--- config.mk ---
export PLATFORM = sky130hd
export DESIGN_NAME = bus_arbiter8_flat
export DESIGN_NICKNAME = d
export VERILOG_FILES = /design/src/rtl/bus_arbiter8_if.sv /design/src/rtl/bus_arbiter8.sv /design/src/flat_wrapper.sv
export SDC_FILE = /design/constraint.sdc
export NUM_CORES = 1
export LEC_CHECK = 0
export BUFFER_PORTS_ARGS = -buffer_cell sky130_fd_sc_hd__buf_2
export CORE_UTILIZATION = 60
export CTS_BUF_LIST = sky130_fd_sc_hd__clkbuf_16
export CTS_CLUSTER_SIZE = 40
export DETAILED_ROUTE_END_ITERATION = 8
export PLACE_DENSITY = 0.83
export SLEW_MARGIN = 5
export SYNTH_ARGS = -nofsm -noshare
export SYNTH_HDL_FRONTEND = slang
export SYNTH_SLANG_ARGS = --single-unit
--- constraint.sdc ---
create_clock -name clk -period 5.9 [get_ports clk]
set_input_delay 1.18 -clock clk [delete_from_list [all_inputs] [get_ports clk]]
set_output_delay 1.18 -clock clk [all_outputs]
set_load 0.01 [all_outputs]
--- src/rtl/bus_arbiter8_if.sv ---
// Request/grant bundle between the bus masters and the 8:1 data-bus mux arbiter.
// The master modport is the arbiter side; slave is the masters/consumer side.
interface bus_arbiter8_if;
  logic [7:0] req;
  logic       done;
  logic [7:0] gnt;
  logic [2:0] sel;
  logic       busy;
  logic       timeout;

  modport master (
    input  req,
    input  done,
    output gnt,
    output sel,
    output busy,
    output timeout
  );

  modport slave (
    output req,
    output done,
    input  gnt,
    input  sel,
    input  busy,
    input  timeout
  );
endinterface

--- src/rtl/bus_arbiter8.sv ---
// Round-robin arbiter for the shared 8:1 data-bus mux: one-hot grant plus registered mux select.
// Optional hold watchdog compiled in with `define BUS_ARBITER8_TIMEOUT_EN (limit HOLD_MAX cycles).
module bus_arbiter8 #(
  parameter int HOLD_MAX = 16
) (
  input  logic          clk,
  input  logic          rst,
  bus_arbiter8_if.master bus
);

  typedef enum logic {IDLE, GRANT} state_t;

  state_t     state_q, state_d;
  logic [2:0] last_q, last_d;
  logic [2:0] sel_q, sel_d;
  logic [7:0] gnt_q, gnt_d;
  logic       busy_q, busy_d;
  logic [2:0] win;
  logic       rel_nat;
  logic       hold_expired;

  if (HOLD_MAX < 2 || HOLD_MAX > 255) begin : g_bad_hold
    $error("HOLD_MAX must be in 2..255");
  end

  // First requester strictly after the previous owner, wrapping 7 -> 0.
  function automatic logic [2:0] rr_pick(input logic [7:0] r, input logic [2:0] last);
    logic [2:0] idx;
    logic [2:0] w;
    logic       found;
    w     = last;
    found = 1'b0;
    for (int i = 1; i <= 8; i++) begin
      idx = last + 3'(i);
      if (!found && r[idx]) begin
        w     = idx;
        found = 1'b1;
      end
    end
    return w;
  endfunction

  assign win     = rr_pick(bus.req, last_q);
  assign rel_nat = (state_q == GRANT) && (bus.done || !bus.req[sel_q]);

`ifdef BUS_ARBITER8_TIMEOUT_EN
  logic [7:0] cnt_q, cnt_d;
  logic       to_q, to_d;

  // cnt_q counts completed grant cycles, so it reads HOLD_MAX-1 during the last allowed one.
  assign hold_expired = (state_q == GRANT) && (cnt_q >= 8'(HOLD_MAX - 1));

  always_comb begin
    cnt_d = 8'd0;
    to_d  = 1'b0;
    if (state_q == GRANT) begin
      if (rel_nat || hold_expired) begin
        cnt_d = 8'd0;
        to_d  = hold_expired && !rel_nat;
      end else begin
        cnt_d = (cnt_q == 8'hFF) ? cnt_q : cnt_q + 8'd1;
      end
    end
  end

  always_ff @(posedge clk or posedge rst) begin
    if (rst) begin
      cnt_q <= 8'd0;
      to_q  <= 1'b0;
    end else begin
      cnt_q <= cnt_d;
      to_q  <= to_d;
    end
  end

  assign bus.timeout = to_q;
`else
  assign hold_expired = 1'b0;
  assign bus.timeout  = 1'b0;
`endif

  always_comb begin
    state_d = state_q;
    last_d  = last_q;
    sel_d   = sel_q;
    gnt_d   = gnt_q;
    busy_d  = busy_q;
    case (state_q)
      IDLE: begin
        if (bus.req != 8'd0) begin
          state_d = GRANT;
          sel_d   = win;
          gnt_d   = 8'd1 << win;
          busy_d  = 1'b1;
        end
      end
      GRANT: begin
        if (rel_nat || hold_expired) begin
          state_d = IDLE;
          gnt_d   = 8'd0;
          busy_d  = 1'b0;
          last_d  = sel_q;
        end
      end
      default: begin
        state_d = IDLE;
        gnt_d   = 8'd0;
        busy_d  = 1'b0;
      end
    endcase
  end

  always_ff @(posedge clk or posedge rst) begin
    if (rst) begin
      state_q <= IDLE;
      last_q  <= 3'd7;
      sel_q   <= 3'd0;
      gnt_q   <= 8'd0;
      busy_q  <= 1'b0;
    end else begin
      state_q <= state_d;
      last_q  <= last_d;
      sel_q   <= sel_d;
      gnt_q   <= gnt_d;
      busy_q  <= busy_d;
    end
  end

  assign bus.gnt  = gnt_q;
  assign bus.sel  = sel_q;
  assign bus.busy = busy_q;

endmodule
--- src/flat_wrapper.sv ---
// flat-port wrapper written by rule: the top's interface ports become plain ports
module bus_arbiter8_flat 
#(
  parameter int HOLD_MAX = 16
)
  (clk, rst, bus_req, bus_done, bus_gnt, bus_sel, bus_busy, bus_timeout);
  bus_arbiter8_if bus_i ();
  input  logic clk;
  input  logic rst;
  input wire logic [$bits(bus_i.req)-1:0] bus_req;
  input wire logic [$bits(bus_i.done)-1:0] bus_done;
  output wire logic [$bits(bus_i.gnt)-1:0] bus_gnt;
  output wire logic [$bits(bus_i.sel)-1:0] bus_sel;
  output wire logic [$bits(bus_i.busy)-1:0] bus_busy;
  output wire logic [$bits(bus_i.timeout)-1:0] bus_timeout;
  assign bus_i.req = bus_req;
  assign bus_i.done = bus_done;
  assign bus_gnt = bus_i.gnt;
  assign bus_sel = bus_i.sel;
  assign bus_busy = bus_i.busy;
  assign bus_timeout = bus_i.timeout;
  bus_arbiter8 #(.HOLD_MAX(HOLD_MAX)) u_core (.clk(clk), .rst(rst), .bus(bus_i));
endmodule
== After elaboration in Yosys (flattened, before gate mapping) ==
Cells that the tools add are included.
Cells by class
  add/sub/neg operators: 7
  order comparisons: 9
  equal/unequal tests: 2
  shift operators: 1
  muxes and demuxes: 42
  bitwise operators: 1
  reductions and logical operators: 21
Operators by type and width (count)
  3-bit by 4-bit < comparator with 1-bit output, second input constant: 9
  1-bit binary-select mux with 3-bit select: 9
  3-bit two-way mux: 8
  1-bit two-way mux: 20
  8-bit two-way mux: 2
  8-bit case mux with 2 select lines: 1
  3-bit adder, second input constant: 4
  1-bit logical AND: 8
  1-bit logical NOT: 8
  8-bit nonzero test: 1
  1-bit by 3-bit << shifter with 8-bit output, first input constant: 1
  3-bit by 2-bit adder with 3-bit output, second input constant: 2
  2-bit AND reduction: 3
  1-bit case mux with 2 select lines: 2
  3-bit by 1-bit adder with 3-bit output, second input constant: 1
  2-bit by 1-bit != test with 1-bit output, second input constant: 1
  2-bit != test, second input constant: 1
  1-bit logical OR: 1
  1-bit inverter: 1
Storage, ports and cells
  bits in registers: 16
  input port bits: 11
  output and inout port bits: 13
  word-level logic and storage cells: 88

== Longest topological paths before layout ==
Gate-level depths: netlist (run 1).
  word-level depth: 28
  depth in mapped cells: 14
  depth with buffers taken out: 9

== Worst setup path after synthesis (run 1) ==
OpenSTA, ideal clock, no wires.
  kind: reg2reg
  start point: register u_core.last_q[0]
  end point: register u_core.gnt_q[7], in the netlist u_core.bus.gnt[7]
  library setup time: 122 ps
  arrival: 3274 ps
  data required time: 5778 ps
  slack: 2505 ps
  stages on the path, launching flop included: 13
  buffers on the path: 3
  clock period less this slack: 3395 ps
  path through: dfstp_2 buf_6 buf_12 buf_2 inv_1 ha_1 xor2_2 mux4_2 nand4_2 a221oi_1 or4_4 o21ba_1 a32o_1
On the way
  word-level cells in the longest chain between the ends: 28
  elaborated cells on any way between the ends: 55
  those cells by class: add/sub (7); shift (1); mux (33); reduce/logical (14)
RTL lines
  start, declared: line bus_arbiter8.sv:14  | logic [2:0] last_q, last_d;
  start signal, assigned: line bus_arbiter8.sv:122  | last_q <= last_d;
  3-bit by 1-bit adder with 3-bit output: line bus_arbiter8.sv:34  | idx = last + 3'(i);
  1-bit binary-select mux with 3-bit select: line bus_arbiter8.sv:35  | if (!found && r[idx]) begin
  1-bit two-way mux (not written as such): line bus_arbiter8.sv:35
  1-bit two-way mux: line bus_arbiter8.sv:35
  1-bit logical NOT: line bus_arbiter8.sv:35
  1-bit logical AND: line bus_arbiter8.sv:35
  1-bit two-way mux: line bus_arbiter8.sv:35
  1-bit logical NOT: line bus_arbiter8.sv:35
  (+12 left out)
  1-bit logical AND: line bus_arbiter8.sv:35
  1-bit two-way mux: line bus_arbiter8.sv:35
  1-bit logical NOT: line bus_arbiter8.sv:35
  1-bit logical AND: line bus_arbiter8.sv:35
  3-bit two-way mux *: line bus_arbiter8.sv:35
  1-bit by 3-bit << shifter with 8-bit output *: line bus_arbiter8.sv:93  | gnt_d = 8'd1 << win;
  8-bit two-way mux *: line bus_arbiter8.sv:90  | if (bus.req != 8'd0) begin
  8-bit case mux with 2 select lines *: line bus_arbiter8.sv:88  | case (state_q)
  end signal, assigned: line bus_arbiter8.sv:124  | gnt_q <= gnt_d;
  end, declared: line bus_arbiter8.sv:16  | logic [7:0] gnt_q, gnt_d;
Every way passes the cells marked *; elsewhere a longest branch is shown, timed or not. The select of a mux whose other input is x is not followed.
A chain may end at the register's enable or synchronous reset.

== Worst setup path after layout (run 1) ==
Ends and elaborated chain as after synthesis.

==> reports/qor.txt, run 1 <==
Status -> finished clean
Die area -> 3174 µm²
Global-route wire length before repair -> 7.783 mm
CP Class -> register to register
Routed Antenna Nets -> 0
Clock buffer depth -> 2
Fin. max-slew vios -> 0
CP Capture Type -> register
Post-synthesis sequential area ratio -> 22.81%
Tcrit/Tclk final -> 67.06%
RSZ-0062 raised after global routing -> false
Hold buffers post-CTS -> 0
Worst relative slew slack -> 61.03%
Ys flop type -> dfrtp_1
Dpl ws -> 1995 ps
Cts bufs inserted -> 3
Setup bufs post-CTS -> 0
Max Cap Viol -> 0
#FFs+latches synth -> 16
Post-CTS resize count -> 0
Setup violations, final -> 0
Synth area leaders -> dfrtp_1 18%, mux4_2 15%, mux2i_1 7.9%, mux2_2 5.1%, dfstp_2 4.4%
ANT cells -> 0
Core Rows -> 19
CTS tree -> yes
Routed WL per cell -> 19.78 µm
Reg clk slew, reported paths -> 50 ps
Fmax -> 0.2527 GHz
Initial antenna violation count -> 0
1st-pass router iterations -> 5
Unique masters post-synth -> 59
Skew-Pair Late Insertion Delay -> 250 ps
Tmin final -> 3957 ps
Post-synth top area share -> 18.36%
Number of synthesized flops with an enable pin -> 0
Vias in the first global route -> 1605
Crit path launch type -> register
Root Driver -> clkbuf_16
Largest net degree at the start of global routing -> 26
Vias per Instance -> 7.137
Async SR Flop Fraction -> 100.0%
Min Hold Slack -> 480.9 ps
Hold Path Class -> register to register
GR Util All Layers -> 31.26%
DRC Markers -> 0
Final GP Congestion -> 1.068
Final Util -> 69.01%
Post-Syn Nets -> 195
FILL cells -> 215
Area grow syn2layout -> 8.333%
Setup TNS -> 0 ps
Worst slew pin tran -> 568.3 ps
Layout cells sized above 1 -> 29.08%
Drt total wl -> 4.491 mm
Port Buffer Count -> 22
Crit Path Max Fanout -> 25
Gate Count Post-Synth -> 182
Data arrival time of the critical path -> 4090 ps
GRT overflow -> 0
Post-DP HPWL -> 3.424 mm
Area leader, netlist -> dfrtp_1
Sink Count -> 16
Die H -> 56.34 µm
Syn Area/Cell -> 9.735 µm²
Fin Clk Skew -> 2.455 ps
H-tree Lvls -> 1
Initial DRC Count -> 102
Io pins -> 24
Initial core utilization -> 63.70%
Worst EP required -> 6040 ps
Synth warnings -> 0
Final Hold Fails -> 0
Die width -> 56.34 µm
Core area -> 2781 µm²
Via Count -> 1620
Layout Nets -> 210
Worst setup margin -> 1943 ps
Synth Cell Area -> 1772 µm²
critical path, cell delays in order, from the launching register on:
cell and delay, ps:
dfstp_2 910, inv_1 200, ha_1 710, inv_1 340, mux4_2 430, nand4_2 160, a221oi_1 100, or4_4 520
o21ba_1 250, a32o_1 230
stage by stage:
stage,std cells,area (µm²)
after global routing,227,1919
final,227,1919
after global placement,223,1841
after CTS,227,1919
after detailed placement,223,1841
after floorplan,182,1772
synth_stat cells, types with 3 or more instances:
master     n
clkbuf_1   3
mux4_2    12
mux2_2     8
dfstp_2    3
buf_2      3
dfrtp_1   13
nand2_1   17
nor4_1     3
a21oi_1    7
nand3_1    6
a211oi_1   4
o21ai_0    3
mux2i_1   14
o21ai_1    6
o22ai_1    3
inv_1      6
nor2_1    11
nor3_1     4
metal layers:
metal  part of all wire (%)  GRT usage (%)
met5                      0              0
met4                    4.1          18.82
met3                    6.2          2.304
met2                     48          50.34
met1                     42          41.33
sequential cells by signal, indices dropped and copies added, names as in the netlist:
name,cells
u_core.bus.sel,3
u_core.bus.busy,1
u_core.bus.gnt,8
u_core.state_q,1
u_core.last_q,3
final cells by class:
type	instances	area, µm²	area share, %
Clock inverter	1	3.754	0.1956
Clock buffer	3	75.07	3.911
Timing Repair Buffer	22	110.1	5.737
Multi-Input combinational cell	148	1265	65.91
Sequential cell	16	404.1	21.06
Tap cell	31	38.79	2.021
Inverter	6	22.52	1.173
cells in the final DEF (no fill, tap or decap), types with 6 or more instances in the layout:
master and instances:
buf_2 22, nand2_1 17, mux2i_1 14, dfrtp_1 13
mux4_2 12, nor2_1 11, mux2_2 8, inv_1 7
a21oi_1 7, o21ai_1 6, nand3_1 6
worst paths after layout:
kind | endpoint | from | cells after the start | slack, ps
worst max-delay path | u_core.bus.gnt[7] | u_core.last_q[0] | 9 | 1940
worst min-delay path | u_core.bus.gnt[4] | u_core.bus.gnt[4] | 2 | 480
worst max register to register | u_core.bus.gnt[7] | u_core.last_q[0] | 9 | 1940
worst min register to register | u_core.bus.gnt[4] | u_core.bus.gnt[4] | 2 | 480
max in group asynchronous | u_core.bus.gnt[2] | rst | 2 | 4540
min in group asynchronous | u_core.bus.sel[1] | rst | 2 | 990
cells by family after synthesis:
group / synth area share [%]
AOI/OAI and AO/OA: 20.34
xor gates and xnor gates: 2.896
adders and majority gates: 1.412
buffers and inverters: 5.790
DFF: 22.81
muxes: 30.58
other: 0.2117
and+or+nand+nor: 15.96
Power of run 1 is not shown: default switching activity piles up to over one toggle a cycle in this logic, so the estimate is an artifact.
==> run 2: changes to the inputs <==
- CORE_UTILIZATION: 60 -> 52
- PLACE_DENSITY: 0.83 -> 0.76
- clock period: 5.9 -> 3.6 ns (I/O delays scaled with it)
==> run 2 against run 1 <==
Net effect:
- design area increased by 3.6%
- non-clock buffer count increased by 7
- fmax increased by 18%
- register-to-register slack got worse by 1700 ps
- cell count increased by 8.8%
- routed wire length decreased by 5.9%
- die area increased by 15%
- via count decreased by 1.3%
- critical path depth unchanged
- global-route usage decreased by 4.9 points
- first-iteration DRC count increased by 16%
- clock-buffer cell count unchanged
==> reports/qor.txt, run 2 (synthesis results as in run 1) <==
Status -> finished clean
Port Buffer Count -> 22 (unchanged)
GRT overflow -> 0 (unchanged)
CP Class -> register to register
Setup TNS -> 0 ps (unchanged)
Largest net degree at the start of global routing -> 17 (-35%)
Fmax -> 0.2992 GHz (+18%)
Number of flip-flops in the largest register -> 8 (unchanged)
Clock buffer depth -> 2 (unchanged)
Vias in the first global route -> 1524 (-5.0%)
Setup violations, final -> 0 (unchanged)
Initial core utilization -> 56.19% (-7.5 points)
Cts bufs inserted -> 3 (unchanged)
Final Hold Fails -> 0 (unchanged)
Worst r2r src -> u_core.last_q[1]
Sink Count -> 16 (unchanged)
CP Capture Type -> register
Highest-delay cell along the critical path -> dfstp_2
Crit path largest cell delay -> 710 ps (-200 ps)
1st-pass router iterations -> 5 (unchanged)
FILL cells -> 269 (+25%)
Beginning of the worst hold path -> u_core.bus.gnt[0]
Data arrival time of the critical path -> 3470 ps (-620 ps)
Die H -> 60.37 µm (+7.2%)
Fin. max-slew vios -> 0 (unchanged)
Root Driver -> clkbuf_16
Hold buffers post-CTS -> 0 (unchanged)
Hold endpoint -> u_core.bus.gnt[0]
Routed WL per cell -> 17.11 µm (-14%)
Setup bufs post-CTS -> 0 (unchanged)
RSZ-0062 raised after global routing -> false
Reg2reg setup slack -> 260 ps (-1690 ps)
Via Count -> 1599 (-1.3%)
Layout Nets -> 217 (+3.3%)
Core area -> 3153 µm² (+13%)
DRC Markers -> 0 (unchanged)
Skew-Pair Late Insertion Delay -> 240 ps (about the same)
Vias per Instance -> 6.474 (-9.3%)
Area grow syn2layout -> 12.22%
Worst Hold Depth -> 2 (unchanged)
Worst EP required -> 3730 ps (-2310 ps)
Reg2reg path depth -> 9 (unchanged)
Routed Antenna Nets -> 0 (unchanged)
Initial antenna violation count -> 0 (unchanged)
Dpl cells -> 243 (+9.0%)
Io pins -> 24 (unchanged)
CTS tree -> yes
Crit path launch type -> register
Most common cell after layout, fill and taps aside -> buf_2
Most frequent cells in the layout -> 22 x buf_2, 17 x nand2_1, 14 x mux2i_1
Tcrit/Tclk final -> 92.85% (+26 points)
Layout cells sized above 1 -> 31.53% (+2.4 points)
GR Util All Layers -> 26.38% (-4.9 points)
H-tree Lvls -> 1 (unchanged)
Finished Layout Cells -> 247 (+8.8%)
Reg clk slew, reported paths -> 50 ps (about the same)
Worst relative slew slack -> 59.53% (-1.5 points)
Final GP Congestion -> 0.9458 (-11%)
Core Rows -> 20 (+1)
Crit-path cells -> inv_1, ha_1, xor2_2, mux4_2, nand4_2, a221oi_1, or4_4, o21ba_1, a32o_1
Die width -> 60.37 µm (+7.2%)
RR Endpoint -> u_core.bus.gnt[7]
ANT cells -> 0 (unchanged)
Die area -> 3645 µm² (+15%)
Max Cap Viol -> 0 (unchanged)
Tmin final -> 3343 ps (-614.0 ps)
Post-DP HPWL -> 3.233 mm (-5.6%)
Fin Clk Skew -> 1.347 ps (-1.108 ps)
Drt total wl -> 4.225 mm (-5.9%)
Initial DRC Count -> 118 (+16%)
Global-route wire length before repair -> 7.169 mm (-7.9%)
Worst slew pin tran -> 590.2 ps (+21.88 ps)
Crit Path Max Fanout -> 14 (-44%)
Hold Path Class -> register to register
Post-CTS resize count -> 0 (unchanged)
-- run 2: area by class of cell --
| cell class | count | area, µm² | area share (%) |
|---|---|---|---|
| inverters | 6 | 22.52 | 1.133 |
| multi-input cells | 148 | 1265 | 63.62 |
| well taps | 44 | 55.05 | 2.769 |
| flip-flops and latches | 16 | 404.1 | 20.33 |
| clock buffers | 3 | 75.07 | 3.776 |
| repair buffers | 29 | 162.7 | 8.181 |
| clock inverters | 1 | 3.754 | 0.1888 |
-- run 2: through the flow --
stage                     worst slack [ps]  hold WS (ps)  utilization, %  instance area (µm²)
final                                257.4         486.2           63.06                 1988
after global routing                 69.56         514.3           63.06                 1988
after CTS                            244.8         486.6           63.06                 1988
after detailed placement             249.0         467.1           60.56                 1909
after global placement               358.8         457.6           60.56                 1909
after floorplan                      204.6         473.5               -                 1772
-- run 2: per-layer routing --
layer / wire length (µm) / GRT usage, % / part of all wire [%] / vias to the layer above
li1: - / - / - / 756
met1: 1910 / 37.72 / 45 / 765
met2: 1981 / 42.39 / 47 / 68
met3: 264 / 4.051 / 6.2 / 10
met4: 68 / 5.980 / 1.6 / 0
met5: 0 / 0 / 0 / -
-- run 2: worst max path at each step --
| stage | startpoint | to |
|---|---|---|
| finish | u_core.last_q[1] | u_core.bus.gnt[7] |
| global route | u_core.last_q[1] | u_core.bus.gnt[7] |
| floorplan | u_core.last_q[0] | u_core.bus.gnt[7] |
| global placement | u_core.last_q[1] | u_core.bus.gnt[7] |
| CTS | u_core.last_q[1] | u_core.bus.gnt[7] |
| detailed placement | u_core.last_q[1] | u_core.bus.gnt[7] |
-- run 2: worst max-delay path: cells and delay by family (launching register included) --
kind | cells | cell delay, ps
AO/OA/AOI/OAI | 3 | 570
XOR/XNOR | 1 | 320
adder cells (fa/ha/maj) | 1 | 240
buffers and inverters | 1 | 130
flip-flops | 1 | 710
multiplexers | 1 | 600
AND/OR/NAND/NOR | 2 | 650
Power of run 2 is left out for the same reason.
